`src/rtl/afc_sar_engine_if.sv`:
```
// ---------------------------------------------------------------------------
// afc_sar_engine_if
//
// Groups the control and result signals of the AFC SAR engine.
// refclk and rst are not part of the bundle; they stay plain module ports.
//
// Signals:
//   afctrigger        start request, level-sampled while the engine is idle
//   div_pulse         one-cycle pulse per divided-clock rising edge (refclk domain)
//   target_count      expected div_pulse count per measurement window
//   control_code_out  current oscillator control code
//   meas_count        edge count of the last completed window
//   busy              search in progress
//   done              one-cycle pulse when a search finishes
//   afc_status        lock flag, held until the next start
//
// Modports:
//   master  stimulus side: drives afctrigger, div_pulse, target_count
//   slave   engine side:   drives control_code_out, meas_count, busy, done,
//                          afc_status
// ---------------------------------------------------------------------------
interface afc_sar_engine_if #(
  parameter int CODE_WIDTH  = 8,
  parameter int COUNT_WIDTH = 16
);
  logic                   afctrigger;
  logic                   div_pulse;
  logic [COUNT_WIDTH-1:0] target_count;
  logic [CODE_WIDTH-1:0]  control_code_out;
  logic [COUNT_WIDTH-1:0] meas_count;
  logic                   busy;
  logic                   done;
  logic                   afc_status;

  modport master (
    output afctrigger,
    output div_pulse,
    output target_count,
    input  control_code_out,
    input  meas_count,
    input  busy,
    input  done,
    input  afc_status
  );

  modport slave (
    input  afctrigger,
    input  div_pulse,
    input  target_count,
    output control_code_out,
    output meas_count,
    output busy,
    output done,
    output afc_status
  );
endinterface

```
`src/rtl/afc_sar_engine.sv`:
```
// ---------------------------------------------------------------------------
// afc_sar_engine
//
// Successive-approximation AFC engine. Searches a CODE_WIDTH-bit oscillator
// control code, MSB first, until the number of div_pulse events counted over
// a WINDOW-cycle refclk window is within TOL of the programmed target. Every
// code change is followed by SETTLE idle cycles before counting starts. After
// the last bit has been decided, one more measurement verifies the final code.
//
// Optional feature (compile-time macro AFC_FINE_TUNE_EN):
//   when defined, a failed verification is followed by up to MAX_FINE
//   +/-1 linear steps of the code, each with its own measurement.
//   When undefined, a failed verification ends the search unlocked.
//
// Ports:
//   refclk   in   sole clock
//   rst      in   synchronous, active-high reset
//   io_bus   slave modport of afc_sar_engine_if:
//              afctrigger, div_pulse, target_count  (in)
//              control_code_out, meas_count, busy, done, afc_status  (out)
// ---------------------------------------------------------------------------
module afc_sar_engine #(
  parameter int CODE_WIDTH  = 8,
  parameter int COUNT_WIDTH = 16,
  parameter int WINDOW      = 1024,
  parameter int SETTLE      = 16,
  parameter int TOL         = 2,
  parameter int MAX_FINE    = 4
) (
  input  logic            refclk,
  input  logic            rst,
  afc_sar_engine_if.slave io_bus
);

  localparam int CYC_MAX = (WINDOW > SETTLE) ? WINDOW : SETTLE;
  localparam int CYC_W   = $clog2(CYC_MAX) + 1;
  localparam int BIT_W   = (CODE_WIDTH > 1) ? $clog2(CODE_WIDTH) : 1;

  localparam logic [CODE_WIDTH-1:0]  CODE_MSB    = CODE_WIDTH'(1) << (CODE_WIDTH - 1);
  localparam logic [COUNT_WIDTH-1:0] EDGE_MAX    = '1;
  localparam logic [COUNT_WIDTH:0]   TOL_V       = (COUNT_WIDTH + 1)'(TOL);
  localparam logic [CYC_W-1:0]       SETTLE_LAST = CYC_W'(SETTLE - 1);
  localparam logic [CYC_W-1:0]       WINDOW_LAST = CYC_W'(WINDOW - 1);
`ifdef AFC_FINE_TUNE_EN
  localparam int FINE_W = $clog2(MAX_FINE + 1) + 1;
  localparam logic [CODE_WIDTH-1:0] CODE_MAX  = '1;
  localparam logic [FINE_W-1:0]     FINE_LAST = FINE_W'(MAX_FINE);
`endif

  // S_VERIFY is the decision that follows the verification measurement (and,
  // with fine tuning, every fine-step measurement).
  typedef enum logic [2:0] {
    S_IDLE,
    S_SETTLE,
    S_MEASURE,
    S_DECIDE,
    S_VERIFY,
    S_DONE
`ifdef AFC_FINE_TUNE_EN
    , S_FINE
`endif
  } state_t;

  state_t                 r_state;
  state_t                 w_state_next;
  logic [CODE_WIDTH-1:0]  r_code,     w_code_next;
  logic [BIT_W-1:0]       r_bit_idx,  w_bit_idx_next;
  logic [COUNT_WIDTH-1:0] r_target,   w_target_next;
  logic [COUNT_WIDTH-1:0] r_edge,     w_edge_next;
  logic [COUNT_WIDTH-1:0] r_meas,     w_meas_next;
  logic [CYC_W-1:0]       r_cyc,      w_cyc_next;
  logic                   r_status,   w_status_next;
  logic                   r_verify,   w_verify_next;
`ifdef AFC_FINE_TUNE_EN
  logic [FINE_W-1:0]      r_fine_cnt, w_fine_cnt_next;
`endif

  logic [COUNT_WIDTH-1:0] w_edge_inc;
  logic [COUNT_WIDTH:0]   w_diff;
  logic [COUNT_WIDTH:0]   w_abs_diff;
  logic                   w_meas_lt;
  logic                   w_within;

  // Edge counter sticks at all-ones instead of wrapping.
  assign w_edge_inc = (io_bus.div_pulse && (r_edge != EDGE_MAX)) ?
                      r_edge + COUNT_WIDTH'(1) : r_edge;

  // One extra bit makes the zero-extended difference a valid signed value.
  assign w_diff     = {1'b0, r_meas} - {1'b0, r_target};
  assign w_meas_lt  = w_diff[COUNT_WIDTH];
  assign w_abs_diff = w_meas_lt ? ((COUNT_WIDTH + 1)'(0) - w_diff) : w_diff;
  assign w_within   = (w_abs_diff <= TOL_V);

  always_ff @(posedge refclk) begin
    if (rst) begin
      r_state    <= S_IDLE;
      r_code     <= '0;
      r_bit_idx  <= '0;
      r_target   <= '0;
      r_edge     <= '0;
      r_meas     <= '0;
      r_cyc      <= '0;
      r_status   <= 1'b0;
      r_verify   <= 1'b0;
`ifdef AFC_FINE_TUNE_EN
      r_fine_cnt <= '0;
`endif
    end else begin
      r_state    <= w_state_next;
      r_code     <= w_code_next;
      r_bit_idx  <= w_bit_idx_next;
      r_target   <= w_target_next;
      r_edge     <= w_edge_next;
      r_meas     <= w_meas_next;
      r_cyc      <= w_cyc_next;
      r_status   <= w_status_next;
      r_verify   <= w_verify_next;
`ifdef AFC_FINE_TUNE_EN
      r_fine_cnt <= w_fine_cnt_next;
`endif
    end
  end

  always_comb begin
    w_state_next    = r_state;
    w_code_next     = r_code;
    w_bit_idx_next  = r_bit_idx;
    w_target_next   = r_target;
    w_edge_next     = r_edge;
    w_meas_next     = r_meas;
    w_cyc_next      = r_cyc;
    w_status_next   = r_status;
    w_verify_next   = r_verify;
`ifdef AFC_FINE_TUNE_EN
    w_fine_cnt_next = r_fine_cnt;
`endif

    case (r_state)
      S_IDLE, S_DONE: begin
        if (io_bus.afctrigger) begin
          w_target_next   = io_bus.target_count;
          w_bit_idx_next  = BIT_W'(CODE_WIDTH - 1);
          w_code_next     = CODE_MSB;
          w_status_next   = 1'b0;
          w_verify_next   = 1'b0;
          w_cyc_next      = '0;
`ifdef AFC_FINE_TUNE_EN
          w_fine_cnt_next = '0;
`endif
          w_state_next    = S_SETTLE;
        end else if (r_state == S_DONE) begin
          // DONE lasts one cycle so that done is a single pulse.
          w_state_next = S_IDLE;
        end
      end

      S_SETTLE: begin
        if (r_cyc == SETTLE_LAST) begin
          w_cyc_next   = '0;
          w_edge_next  = '0;
          w_state_next = S_MEASURE;
        end else begin
          w_cyc_next = r_cyc + CYC_W'(1);
        end
      end

      S_MEASURE: begin
        w_edge_next = w_edge_inc;
        if (r_cyc == WINDOW_LAST) begin
          // A pulse on the final window cycle is included in the result.
          w_meas_next  = w_edge_inc;
          w_cyc_next   = '0;
          w_state_next = r_verify ? S_VERIFY : S_DECIDE;
        end else begin
          w_cyc_next = r_cyc + CYC_W'(1);
        end
      end

      S_DECIDE: begin
        if (w_within) begin
          w_status_next = 1'b1;
          w_state_next  = S_DONE;
        end else begin
          // Higher code = faster oscillator: keep the trial bit only when slow.
          if (!w_meas_lt) begin
            w_code_next[r_bit_idx] = 1'b0;
          end
          if (r_bit_idx != '0) begin
            w_code_next[r_bit_idx - BIT_W'(1)] = 1'b1;
            w_bit_idx_next = r_bit_idx - BIT_W'(1);
          end else begin
            w_verify_next = 1'b1;
          end
          w_state_next = S_SETTLE;
        end
      end

      S_VERIFY: begin
        if (w_within) begin
          w_status_next = 1'b1;
          w_state_next  = S_DONE;
`ifdef AFC_FINE_TUNE_EN
        end else if (r_fine_cnt == FINE_LAST) begin
          w_status_next = 1'b0;
          w_state_next  = S_DONE;
        end else begin
          w_state_next = S_FINE;
        end
`else
        end else begin
          w_status_next = 1'b0;
          w_state_next  = S_DONE;
        end
`endif
      end

`ifdef AFC_FINE_TUNE_EN
      S_FINE: begin
        // A step that would leave the code range ends the search unlocked.
        if (w_meas_lt ? (r_code == CODE_MAX) : (r_code == '0)) begin
          w_status_next = 1'b0;
          w_state_next  = S_DONE;
        end else begin
          w_code_next     = w_meas_lt ? r_code + CODE_WIDTH'(1) : r_code - CODE_WIDTH'(1);
          w_fine_cnt_next = r_fine_cnt + FINE_W'(1);
          w_cyc_next      = '0;
          w_state_next    = S_SETTLE;
        end
      end
`endif

      default: begin
        w_state_next = S_IDLE;
      end
    endcase
  end

  assign io_bus.control_code_out = r_code;
  assign io_bus.meas_count       = r_meas;
  assign io_bus.busy             = (r_state != S_IDLE) && (r_state != S_DONE);
  assign io_bus.done             = (r_state == S_DONE);
  assign io_bus.afc_status       = r_status;

endmodule
```
`src/flat_wrapper.sv`:
```
// flat-port wrapper written by rule: the top's interface ports become plain ports
module afc_sar_engine_flat 
#(
  parameter int CODE_WIDTH  = 8,
  parameter int COUNT_WIDTH = 16,
  parameter int WINDOW      = 1024,
  parameter int SETTLE      = 16,
  parameter int TOL         = 2,
  parameter int MAX_FINE    = 4
)
  (refclk, rst, io_bus_afctrigger, io_bus_div_pulse, io_bus_target_count, io_bus_control_code_out, io_bus_meas_count, io_bus_busy, io_bus_done, io_bus_afc_status);
  afc_sar_engine_if #(.CODE_WIDTH(CODE_WIDTH), .COUNT_WIDTH(COUNT_WIDTH)) io_bus_i ();
  input  logic refclk;
  input  logic rst;
  input wire logic [$bits(io_bus_i.afctrigger)-1:0] io_bus_afctrigger;
  input wire logic [$bits(io_bus_i.div_pulse)-1:0] io_bus_div_pulse;
  input wire logic [$bits(io_bus_i.target_count)-1:0] io_bus_target_count;
  output wire logic [$bits(io_bus_i.control_code_out)-1:0] io_bus_control_code_out;
  output wire logic [$bits(io_bus_i.meas_count)-1:0] io_bus_meas_count;
  output wire logic [$bits(io_bus_i.busy)-1:0] io_bus_busy;
  output wire logic [$bits(io_bus_i.done)-1:0] io_bus_done;
  output wire logic [$bits(io_bus_i.afc_status)-1:0] io_bus_afc_status;
  assign io_bus_i.afctrigger = io_bus_afctrigger;
  assign io_bus_i.div_pulse = io_bus_div_pulse;
  assign io_bus_i.target_count = io_bus_target_count;
  assign io_bus_control_code_out = io_bus_i.control_code_out;
  assign io_bus_meas_count = io_bus_i.meas_count;
  assign io_bus_busy = io_bus_i.busy;
  assign io_bus_done = io_bus_i.done;
  assign io_bus_afc_status = io_bus_i.afc_status;
  afc_sar_engine #(.CODE_WIDTH(CODE_WIDTH), .COUNT_WIDTH(COUNT_WIDTH), .WINDOW(WINDOW), .SETTLE(SETTLE), .TOL(TOL), .MAX_FINE(MAX_FINE)) u_core (.refclk(refclk), .rst(rst), .io_bus(io_bus_i));
endmodule
```
`config.mk`:
```
export PLATFORM = sky130hd
export DESIGN_NAME = afc_sar_engine_flat
export DESIGN_NICKNAME = d
export VERILOG_FILES = /design/src/rtl/afc_sar_engine_if.sv /design/src/rtl/afc_sar_engine.sv /design/src/flat_wrapper.sv
export SDC_FILE = /design/constraint.sdc
export NUM_CORES = 1
export LEC_CHECK = 0
export ABC_AREA = 1
export CAP_MARGIN = 20
export CORE_MARGIN = 2
export CORE_UTILIZATION = 45
export DETAILED_ROUTE_END_ITERATION = 8
export PLACE_DENSITY = 0.71
export SKIP_CTS_REPAIR_TIMING = 1
export SLEW_MARGIN = 30
export SYNTH_ARGS = -nofsm -noshare
export SYNTH_HDL_FRONTEND = slang
export SYNTH_SLANG_ARGS = --single-unit
```
`constraint.sdc`:
```
create_clock -name refclk -period 3.5 [get_ports refclk]
set_input_delay 0.525 -clock refclk [delete_from_list [all_inputs] [get_ports refclk]]
set_output_delay 0.525 -clock refclk [all_outputs]
set_load 0.02 [all_outputs]
```
==> results.json, run 1 <==
{
  "ys_top_cells_by_area": "dfxtp_1 (29%), nand2_1 (17%), inv_1 (8.1%)",
  "grt_max_degree": 42,
  "routed_wl_microns": 13100,
  "grt_pass1_wl_microns": 22200,
  "insertedDiodeCount": 0,
  "rsz0062_at_grt": "no",
  "synth_edf_count": 0,
  "r2r-end": "u_core.io_bus.control_code_out[6]",
  "initial_core_util_pct": 46.1,
  "cp_max_fo": 13,
  "relSlewSlack_pct": 51.6,
  "syn_nets": 895,
  "worst_slew_pin_slew_ns": 0.723,
  "worst_setup_path_end_kind": "flop",
  "fin_nets": 935,
  "insertion_delay_ns": 0.33,
  "path_clk_slew_ns": 0.06,
  "final_hold_viol_count": 0,
  "start_kind": "flop",
  "synthArstFlopShare_pct": 0,
  "gr-usage-all-layers_pct": 21.3,
  "antenna_left": 0,
  "h-tree-depth": 3,
  "die_area_sq_mm": 0.0126,
  "slew_viol_final": 0,
  "power_density_mw_per_mm2": 657,
  "die_y_microns": 112,
  "synth.most_common_cell": "nand2_1",
  "cts_root_buf": "clkbuf_16",
  "fillers": 1169,
  "hold_start": "u_core.r_target[2]",
  "numCtsBuffers": 9,
  "yosysTopAreaCell": "dfxtp_1",
  "crit_type": "flop to flop",
  "gp_congestion": 0.906,
  "whs_path_depth": 2,
  "whs_ns": 0.460,
  "fmax_ghz": 0.323,
  "design.core.area_sq_mm": 0.0114,
  "first_iter_violations": 308,
  "clock_skew_ns": 0.00649,
  "period_needed_ns": 3.10,
  "syn_avg_cell_area_sq_um": 6.16,
  "hold_end": "u_core.r_target[2]",
  "reg2reg_depth": 23,
  "ys_seq_area_share_pct": 28.5,
  "hold_class": "flop to flop",
  "regToRegSetupSlack_ns": 0.40,
  "io_buffers": 46,
  "wl_per_cell_microns": 12.6,
  "clkSinkCount": 75,
  "synthToLayoutAreaGrowth_pct": 16.9,
  "dp_slack_ns": 0.330,
  "synth_warnings": 0,
  "ys_ff_latch": 75,
  "dr.pass1.iters": 5,
  "fp.dieW_microns": 112,
  "drcViolationCount": 0,
  "drive_above_1_share_pct": 7.02,
  "p_leak_nw": 2.86,
  "grt-ovfl-total": 0,
  "synthesis.area_sq_mm": 0.00526,
  "cp.arrival_ns": 3.33,
  "worst_slack_ns": 0.401,
  "cts_tree": "built",
  "status": "finished clean",
  "yosysUniqueCellTypes": 41,
  "syn_inst": 854,
  "post-route-period-util_pct": 88.6,
  "cp.required_ns": 3.73,
  "pin_count": 47,
  "vias": 5303,
  "fin_setup_tns_ns": 0,
  "irDropWorstVdd_mv": 0.393,
  "hpwlAfterDp_microns": 10000,
  "final_cells": 1041,
  "netlist.area_leader.share_pct": 28.5,
  "placedCellCount": 1026,
  "synth_top_cells_by_count": "nand2_1 (232), inv_1 (113), nor2_1 (86), dfxtp_1 (75)",
  "cap_violations": 0,
  "cts_buffer_depth": 2,
  "rows": 39,
  "synth_flop_cell": "dfxtp_1",
  "antenna_found_initial": 0,
  "grt_pass1_vias": 4707,
  "post_drt_via_cell_ratio": 5.09,
  "worstReg2RegStart": "u_core.io_bus.meas_count[0]",
  "setup_violations": 0
}
-- critical path: stages, from the launching register on --
cell and delay, ns:
dfxtp_1 0.33, inv_1 0.06, ha_1 0.22, fa_1 0.39
inv_1 0.14, nand2_1 0.06, nand2_1 0.09, nand3_1 0.07
nand2_1 0.12, inv_1 0.08, nor2_1 0.14, nand2_1 0.11
nor2_2 0.14, nand2_1 0.08, nand4_1 0.08, nand2_1 0.06
nor2_1 0.09, nand2_1 0.09, nor2_4 0.13, nand3_4 0.19
nand2_2 0.16, nand2_1 0.06, nand2_1 0.06, nor2_1 0.04
-- area by class of cell --
class                           count  area, sq um  share of cell area [%]
Multi-Input combinational cell    634         3200                    52.0
Sequential cell                    75         1500                    24.4
Timing Repair Buffer               53          513                    8.34
Inverter                          121          457                    7.42
Clock buffer                       11          253                    4.11
Tap cell                          143          179                    2.91
Clock inverter                      4         50.0                   0.814
-- cell usage in the layout (no fill, tap or decap), drive strengths merged, types with 11 or more instances in the layout --
master         netlist  routed
nor2                90      90
ha                  20      20
clkbuf              17      11
nand3               77      77
xor2                11      11
a21oi               74      74
inv                119     119
clkdlybuf4s50        0      46
dfxtp               75      75
or2                 11      11
o21ai               51      51
nand2              243     243
-- sequential cells by signal (all words and copies together) (netlist names), 3 cells and up --
register                        flops
u_core.io_bus.control_code_out      8
u_core.r_edge                      16
u_core.r_state                      3
u_core.r_cyc                       11
u_core.r_bit_idx                    3
u_core.r_target                    16
u_core.io_bus.meas_count           16
-- report_power, final --
part           switching (mW)  internal, mW  total (mW)
logic                    1.35         0.705        2.05
registers              0.0817         0.972        1.05
clock network           0.350         0.585       0.935
-- metrics by stage --
step / area, sq um / power (mW) / util (%)
after floorplan: 5260 / 2.61 / -
after global placement: 5840 / 3.10 / 51.2
after detailed placement: 5840 / 3.10 / 51.2
after CTS: 6140 / 4.05 / 53.8
after global routing: 6150 / 4.41 / 53.9
final: 6150 / 4.04 / 53.9
-- how the worst max path moves through the flow --
stage                                 from                                end  slack, ns
3_5_place_dp   u_core.io_bus.meas_count[0]  u_core.io_bus.control_code_out[6]       0.33
3_3_place_gp   u_core.io_bus.meas_count[0]  u_core.io_bus.control_code_out[5]       0.44
4_1_cts        u_core.io_bus.meas_count[0]  u_core.io_bus.control_code_out[6]       0.32
6_report       u_core.io_bus.meas_count[0]  u_core.io_bus.control_code_out[6]       0.40
2_1_floorplan  u_core.io_bus.meas_count[0]  u_core.io_bus.control_code_out[0]       0.62
5_1_grt        u_core.io_bus.meas_count[0]                u_core.r_bit_idx[1]       0.03
-- layer usage --
layer	share of wire (%)	global-route usage [%]	routed length, microns
met1	50	30.3	6490
met2	44	32.9	5760
met3	4.6	4.43	601
met4	1.8	5.93	234
met5	0	0	0
-- kinds of logic after synthesis --
| group | synth area share (%) |
|---|---|
| XOR/XNOR | 3.33 |
| buffers and inverters | 10.7 |
| AND/OR/NAND/NOR | 37.5 |
| flip-flops | 28.5 |
| adder cells (fa/ha/maj) | 5.14 |
| AO/OA/AOI/OAI | 14.8 |
No activity file was read; power rests on OpenSTA's default activity.
==> run 2, diff against run 1 <==
PLACE_DENSITY = 0.65   (was 0.71)
==> run 2 against run 1 <==
  * Count of clock-buffer cells in the layout fell by 2
  * Sequential share of layout area down 0.059 points
  * Worst hold slack worse by 0.0024 ns
  * Clock power increased by 7%
  * Final area up 0.24%
  * Fmax down 1.8%
  * Clock skew shrank 0.0021 ns
  * Final cell count stayed put
  * Via count grew 2.2%
  * First-iteration DRC count up 10%
  * Largest power group unchanged
==> results.json, run 2 (synthesized netlist as in run 1, its figures left out) <==
{
  "initial_core_util_pct": 46.1,
  "p_switching_mw": 1.83,
  "clkSinkCount": 75,
  "final_common_cell": "nand2_1",
  "switching_share_pct": 44.4,
  "hold_class": "flop to flop",
  "fillers": 1182,
  "seqCellArea_sq_mm": 0.00150,
  "crit_type": "flop to flop",
  "wl_per_cell_microns": 13.2,
  "final_area_sq_mm": 0.00617,
  "grt_max_degree": 35,
  "pin_count": 47,
  "status": "finished clean",
  "power.total_mw": 4.13,
  "clock_skew_ns": 0.00435,
  "p_int_mw": 2.30,
  "worst_setup_path_end_kind": "flop",
  "multi_input_area_sq_mm": 0.00320,
  "hpwlAfterDp_microns": 10900,
  "gr-usage-all-layers_pct": 22.3,
  "start_kind": "flop",
  "slew_viol_final": 0,
  "rows": 39,
  "rsz0062_at_grt": "no",
  "final_cell_mix": "nand2_1 (231), inv_1 (112), nor2_1 (85), dfxtp_1 (75)",
  "cp.arrival_ns": 3.38,
  "synthToLayoutAreaGrowth_pct": 17.2,
  "antenna_found_initial": 0,
  "combPwrFrac_pct": 50.1,
  "pwr-share-clk_pct": 24.3,
  "path_clk_slew_ns": 0.06,
  "die_area_sq_mm": 0.0126,
  "fp.dieW_microns": 112,
  "numCtsBuffers": 9,
  "gp_congestion": 0.945,
  "first_iter_violations": 339,
  "cp_max_fo": 5,
  "drive_above_1_share_pct": 7.13,
  "dr.pass1.iters": 5,
  "post-route-period-util_pct": 90.1,
  "worst_slew_pin_slew_ns": 0.707,
  "routed_wl_microns": 13800,
  "design.core.area_sq_mm": 0.0114,
  "fin_nets": 934,
  "cp.required_ns": 3.73,
  "insertion_delay_ns": 0.33,
  "insertedDiodeCount": 0,
  "antenna_left": 0,
  "period_needed_ns": 3.16,
  "grt-ovfl-total": 0,
  "setup_violations": 0,
  "relSlewSlack_pct": 52.6,
  "die_y_microns": 112,
  "irDropWorstVdd_mv": 0.271,
  "drcViolationCount": 0,
  "cts_tree": "built",
  "cts_root_buf": "clkbuf_16",
  "h-tree-depth": 3,
  "grt_pass1_vias": 5090,
  "p_leak_nw": 2.86,
  "post_dp_cell_area_sq_mm": 0.00583,
  "grt_pass1_wl_microns": 23500,
  "final_hold_viol_count": 0,
  "power_density_mw_per_mm2": 670,
  "pwr-share-seq_pct": 25.6,
  "io_buffers": 46,
  "post_drt_via_cell_ratio": 5.21,
  "cap_violations": 0,
  "fin_setup_tns_ns": 0,
  "cts_buffer_depth": 2,
  "vias": 5421,
  "fmax_ghz": 0.317,
  "whs_ns": 0.458
}
==> run 2: cell count changes in the layout (fill, tap and decap cells not counted), sizes merged <==
cell	previous run	this run
bufinv	1	2
clkinv	3	2
clkinvlp	2	3
clkbuf	11	9
inv	119	121
buf	7	6
==> run 2: worst max-delay path, cell delays in order, from the launching register on <==
cell and delay, ns:
dfxtp_1 0.32, inv_1 0.06, ha_1 0.21, fa_1 0.41, inv_2 0.11, nand2_1 0.06, nand2_1 0.09, nand3_1 0.07
nand2_1 0.13, inv_1 0.08, nor2_1 0.14, nand2_1 0.12, nor2_2 0.16, nand2_1 0.10, nand4_1 0.08, nand2_1 0.06
nor2_1 0.10, nand2_1 0.10, nor2_4 0.14, nand2_1 0.10, nand2_1 0.13, nand2_1 0.10, nor2_1 0.11, nor2_1 0.05
==> run 2: per-layer routing <==
metal | up-vias | part of all wire [%] | track usage, %
li1 | 2823 | - | -
met1 | 2451 | 49 | 31.5
met2 | 134 | 45 | 35.4
met3 | 13 | 5.1 | 3.35
met4 | 0 | 1.3 | 6.83
met5 | - | 0 | 0
==> run 2: final cells by class <==
cell class / count / share of cell area [%]
clock inverters: 7 / 1.62
multi-input cells: 634 / 51.9
flip-flops and latches: 75 / 24.3
well taps: 143 / 2.90
inverters: 121 / 7.41
clock buffers: 9 / 3.65
repair buffers: 52 / 8.20
==> run 2: power groups by stage <==
stage	registers (mW)	clock network (mW)	logic, mW
after global routing	1.07	1.06	2.36
final	1.06	1.00	2.07
after detailed placement	1.08	0	2.04
after floorplan	1.08	0	1.53
after CTS	1.06	1.03	2.05
after global placement	1.08	0	2.03
==> run 2: final timing paths <==
kind	start	cells past startpoint	end	slack [ns]
worst min-delay path	u_core.r_target[14]	2	u_core.r_target[14]	0.46
worst max register to register	u_core.io_bus.meas_count[0]	23	u_core.r_bit_idx[1]	0.34
worst min register to register	u_core.r_target[14]	2	u_core.r_target[14]	0.46
worst max-delay path	u_core.io_bus.meas_count[0]	23	u_core.r_bit_idx[1]	0.34
==> run 2: metrics by stage <==
step	setup slack, ns	instances	util, %
floorplan	0.617	854	-
global placement	0.438	1025	51.1
detailed placement	0.294	1025	51.1
CTS	0.286	1041	53.9
global route	0.00776	1041	54.0
finish	0.345	1041	54.0
==> run 3, diff against run 2 <==
CTS_BUF_LIST = sky130_fd_sc_hd__clkbuf_4 sky130_fd_sc_hd__clkbuf_8   (was unset)
PLACE_DENSITY = 0.67   (was 0.65)
clock period = 2.66 ns   (was 3.5 ns; I/O delays follow)
==> run 3 against run 2 <==
  * The flow now finishes with violations (negative setup slack)
  * First-iteration DRC count is 16% lower
  * Register-to-register slack got worse by 0.56 ns
  * Worst hold slack better by 0.0081 ns
  * Final area rose by 19%
  * Critical endpoint is now u_core.io_bus.control_code_out[4]
  * Critical path depth unchanged
  * Clock power is essentially flat
  * Clock skew is 0.010 ns higher
==> results.json, run 3 (synthesized netlist as in run 1, its figures left out) <==
{
  "slew_viol_final": 0,
  "post-route-period-util_pct": 108,
  "fp.dieW_microns": 112,
  "vias": 5776,
  "fillers": 1072,
  "grt_max_degree": 38,
  "clock_skew_ns": 0.0145,
  "cap_violations": 0,
  "fin_nets": 1038,
  "post_drt_via_cell_ratio": 5.04,
  "final_cell_mix": "nand2_1 (199), inv_1 (108), buf_4 (105), dfxtp_1 (72), nor2_1 (71)",
  "cp.arrival_ns": 3.18,
  "design.core.area_sq_mm": 0.0114,
  "worstReg2RegStart": "u_core.io_bus.meas_count[0]",
  "path_clk_slew_ns": 0.09,
  "worst_slack_ns": -0.212,
  "cts_root_buf": "clkbuf_8",
  "dr_wl_met2_microns": 6770,
  "gp_congestion": 0.914,
  "pin_count": 47,
  "crit_path_end": "u_core.io_bus.control_code_out[4]",
  "rsz0062_at_grt": "yes",
  "numCtsBuffers": 9,
  "die_area_sq_mm": 0.0126,
  "p_leak_nw": 3.41,
  "setup_violations": 14,
  "relSlewSlack_pct": 58.8,
  "dp_slack_ns": -0.235,
  "violations": "negative setup slack",
  "cts_buffer_depth": 2,
  "r2r-end": "u_core.io_bus.control_code_out[4]",
  "final_hold_viol_count": 0,
  "insertion_delay_ns": 0.37,
  "dr.pass1.iters": 5,
  "rows": 39,
  "wl_per_cell_microns": 12.7,
  "first_iter_violations": 284,
  "seqCellArea_sq_mm": 0.00151,
  "h-tree-depth": 3,
  "cp.required_ns": 2.97,
  "drive_above_1_share_pct": 25.9,
  "gr-usage-all-layers_pct": 22.6,
  "routed_wl_microns": 14600,
  "insertedDiodeCount": 0,
  "hold_class": "flop to flop",
  "antenna_found_initial": 0,
  "critPathLaunch": "u_core.io_bus.meas_count[0]",
  "reg2reg_depth": 23,
  "fmax_ghz": 0.348,
  "regToRegSetupSlack_ns": -0.21,
  "irDropWorstVdd_mv": 0.429,
  "period_needed_ns": 2.87,
  "grt_pass1_wl_microns": 23600,
  "initial_core_util_pct": 46.1,
  "worst_slew_pin_slew_ns": 0.616,
  "cts_tree": "built",
  "grt_pass1_vias": 5189,
  "grt-ovfl-total": 0,
  "synthToLayoutAreaGrowth_pct": 39.5,
  "start_kind": "flop",
  "io_buffers": 46,
  "antenna_left": 0,
  "clkSinkCount": 75,
  "final_common_cell": "nand2_1",
  "multi_input_area_sq_mm": 0.00363,
  "hpwlAfterDp_microns": 10700,
  "status": "finished with violations",
  "final_util_pct": 64.3,
  "die_y_microns": 112,
  "fin_setup_tns_ns": -1.97,
  "wl_met1_microns": 6990,
  "cp_max_fo": 5,
  "worst_setup_path_end_kind": "flop",
  "crit_type": "flop to flop",
  "power_density_mw_per_mm2": 849,
  "drcViolationCount": 0,
  "wl_met3_microns": 544,
  "highest_layer": "met4"
}
[run 3: final cells by class]
class	instances	area share, %
clock buffer	9	1.69
inverter	121	6.36
clock inverter	7	1.36
sequential	75	20.6
tap	143	2.44
multi-input combinational	634	49.4
timing repair buffer	156	18.2
[run 3: per-stage QoR]
step	cell area (sq um)	hold WS [ns]	cells	total power, mW
2_1_floorplan	5280	0.433	854	3.47
3_3_place_gp	6600	0.449	1120	4.69
3_5_place_dp	6600	0.452	1120	4.71
4_1_cts	6820	0.464	1136	5.72
5_1_grt	7340	0.495	1145	6.75
6_report	7340	0.466	1145	6.23
[run 3: worst max-delay path: stages (launching register included)]
cell and delay [ns]:
dfxtp_4 0.36, inv_4 0.04, ha_4 0.15, fa_2 0.34, inv_2 0.10, nand2_2 0.06, nand2_2 0.07, nand3_2 0.08
nand2_2 0.10, nand2_1 0.07, nand2_2 0.09, nand3_2 0.10, nor2_1 0.10, nand2_1 0.09, nand2_2 0.13, nand3_2 0.07
nand2_1 0.08, nand2_2 0.07, nor2_4 0.14, nand3_4 0.15, clkbuf_16 0.19, nand3_2 0.06, nand2_1 0.06, nor2_1 0.10
[run 3: worst min path at each step]
stage                        start                   to  cells past startpoint
2_1_floorplan  u_core.r_target[15]  u_core.r_target[15]                      2
3_3_place_gp   u_core.r_target[14]  u_core.r_target[14]                      2
3_5_place_dp   u_core.r_target[14]  u_core.r_target[14]                      2
4_1_cts        u_core.r_target[14]  u_core.r_target[14]                      2
5_1_grt        u_core.r_target[15]  u_core.r_target[15]                      2
6_report       u_core.r_target[14]  u_core.r_target[14]                      2
[run 3: layer usage]
layer | up-vias | GRT usage, %
li1 | 3042 | -
met1 | 2621 | 31.3
met2 | 92 | 36.7
met3 | 21 | 3.02
met4 | 0 | 7.32
met5 | - | 0
[run 3: where the power goes]
group / switching, mW / total, mW / internal (mW)
clock network: 0.461 / 0.995 / 0.534
registers: 0.116 / 1.39 / 1.28
logic: 2.22 / 3.84 / 1.63
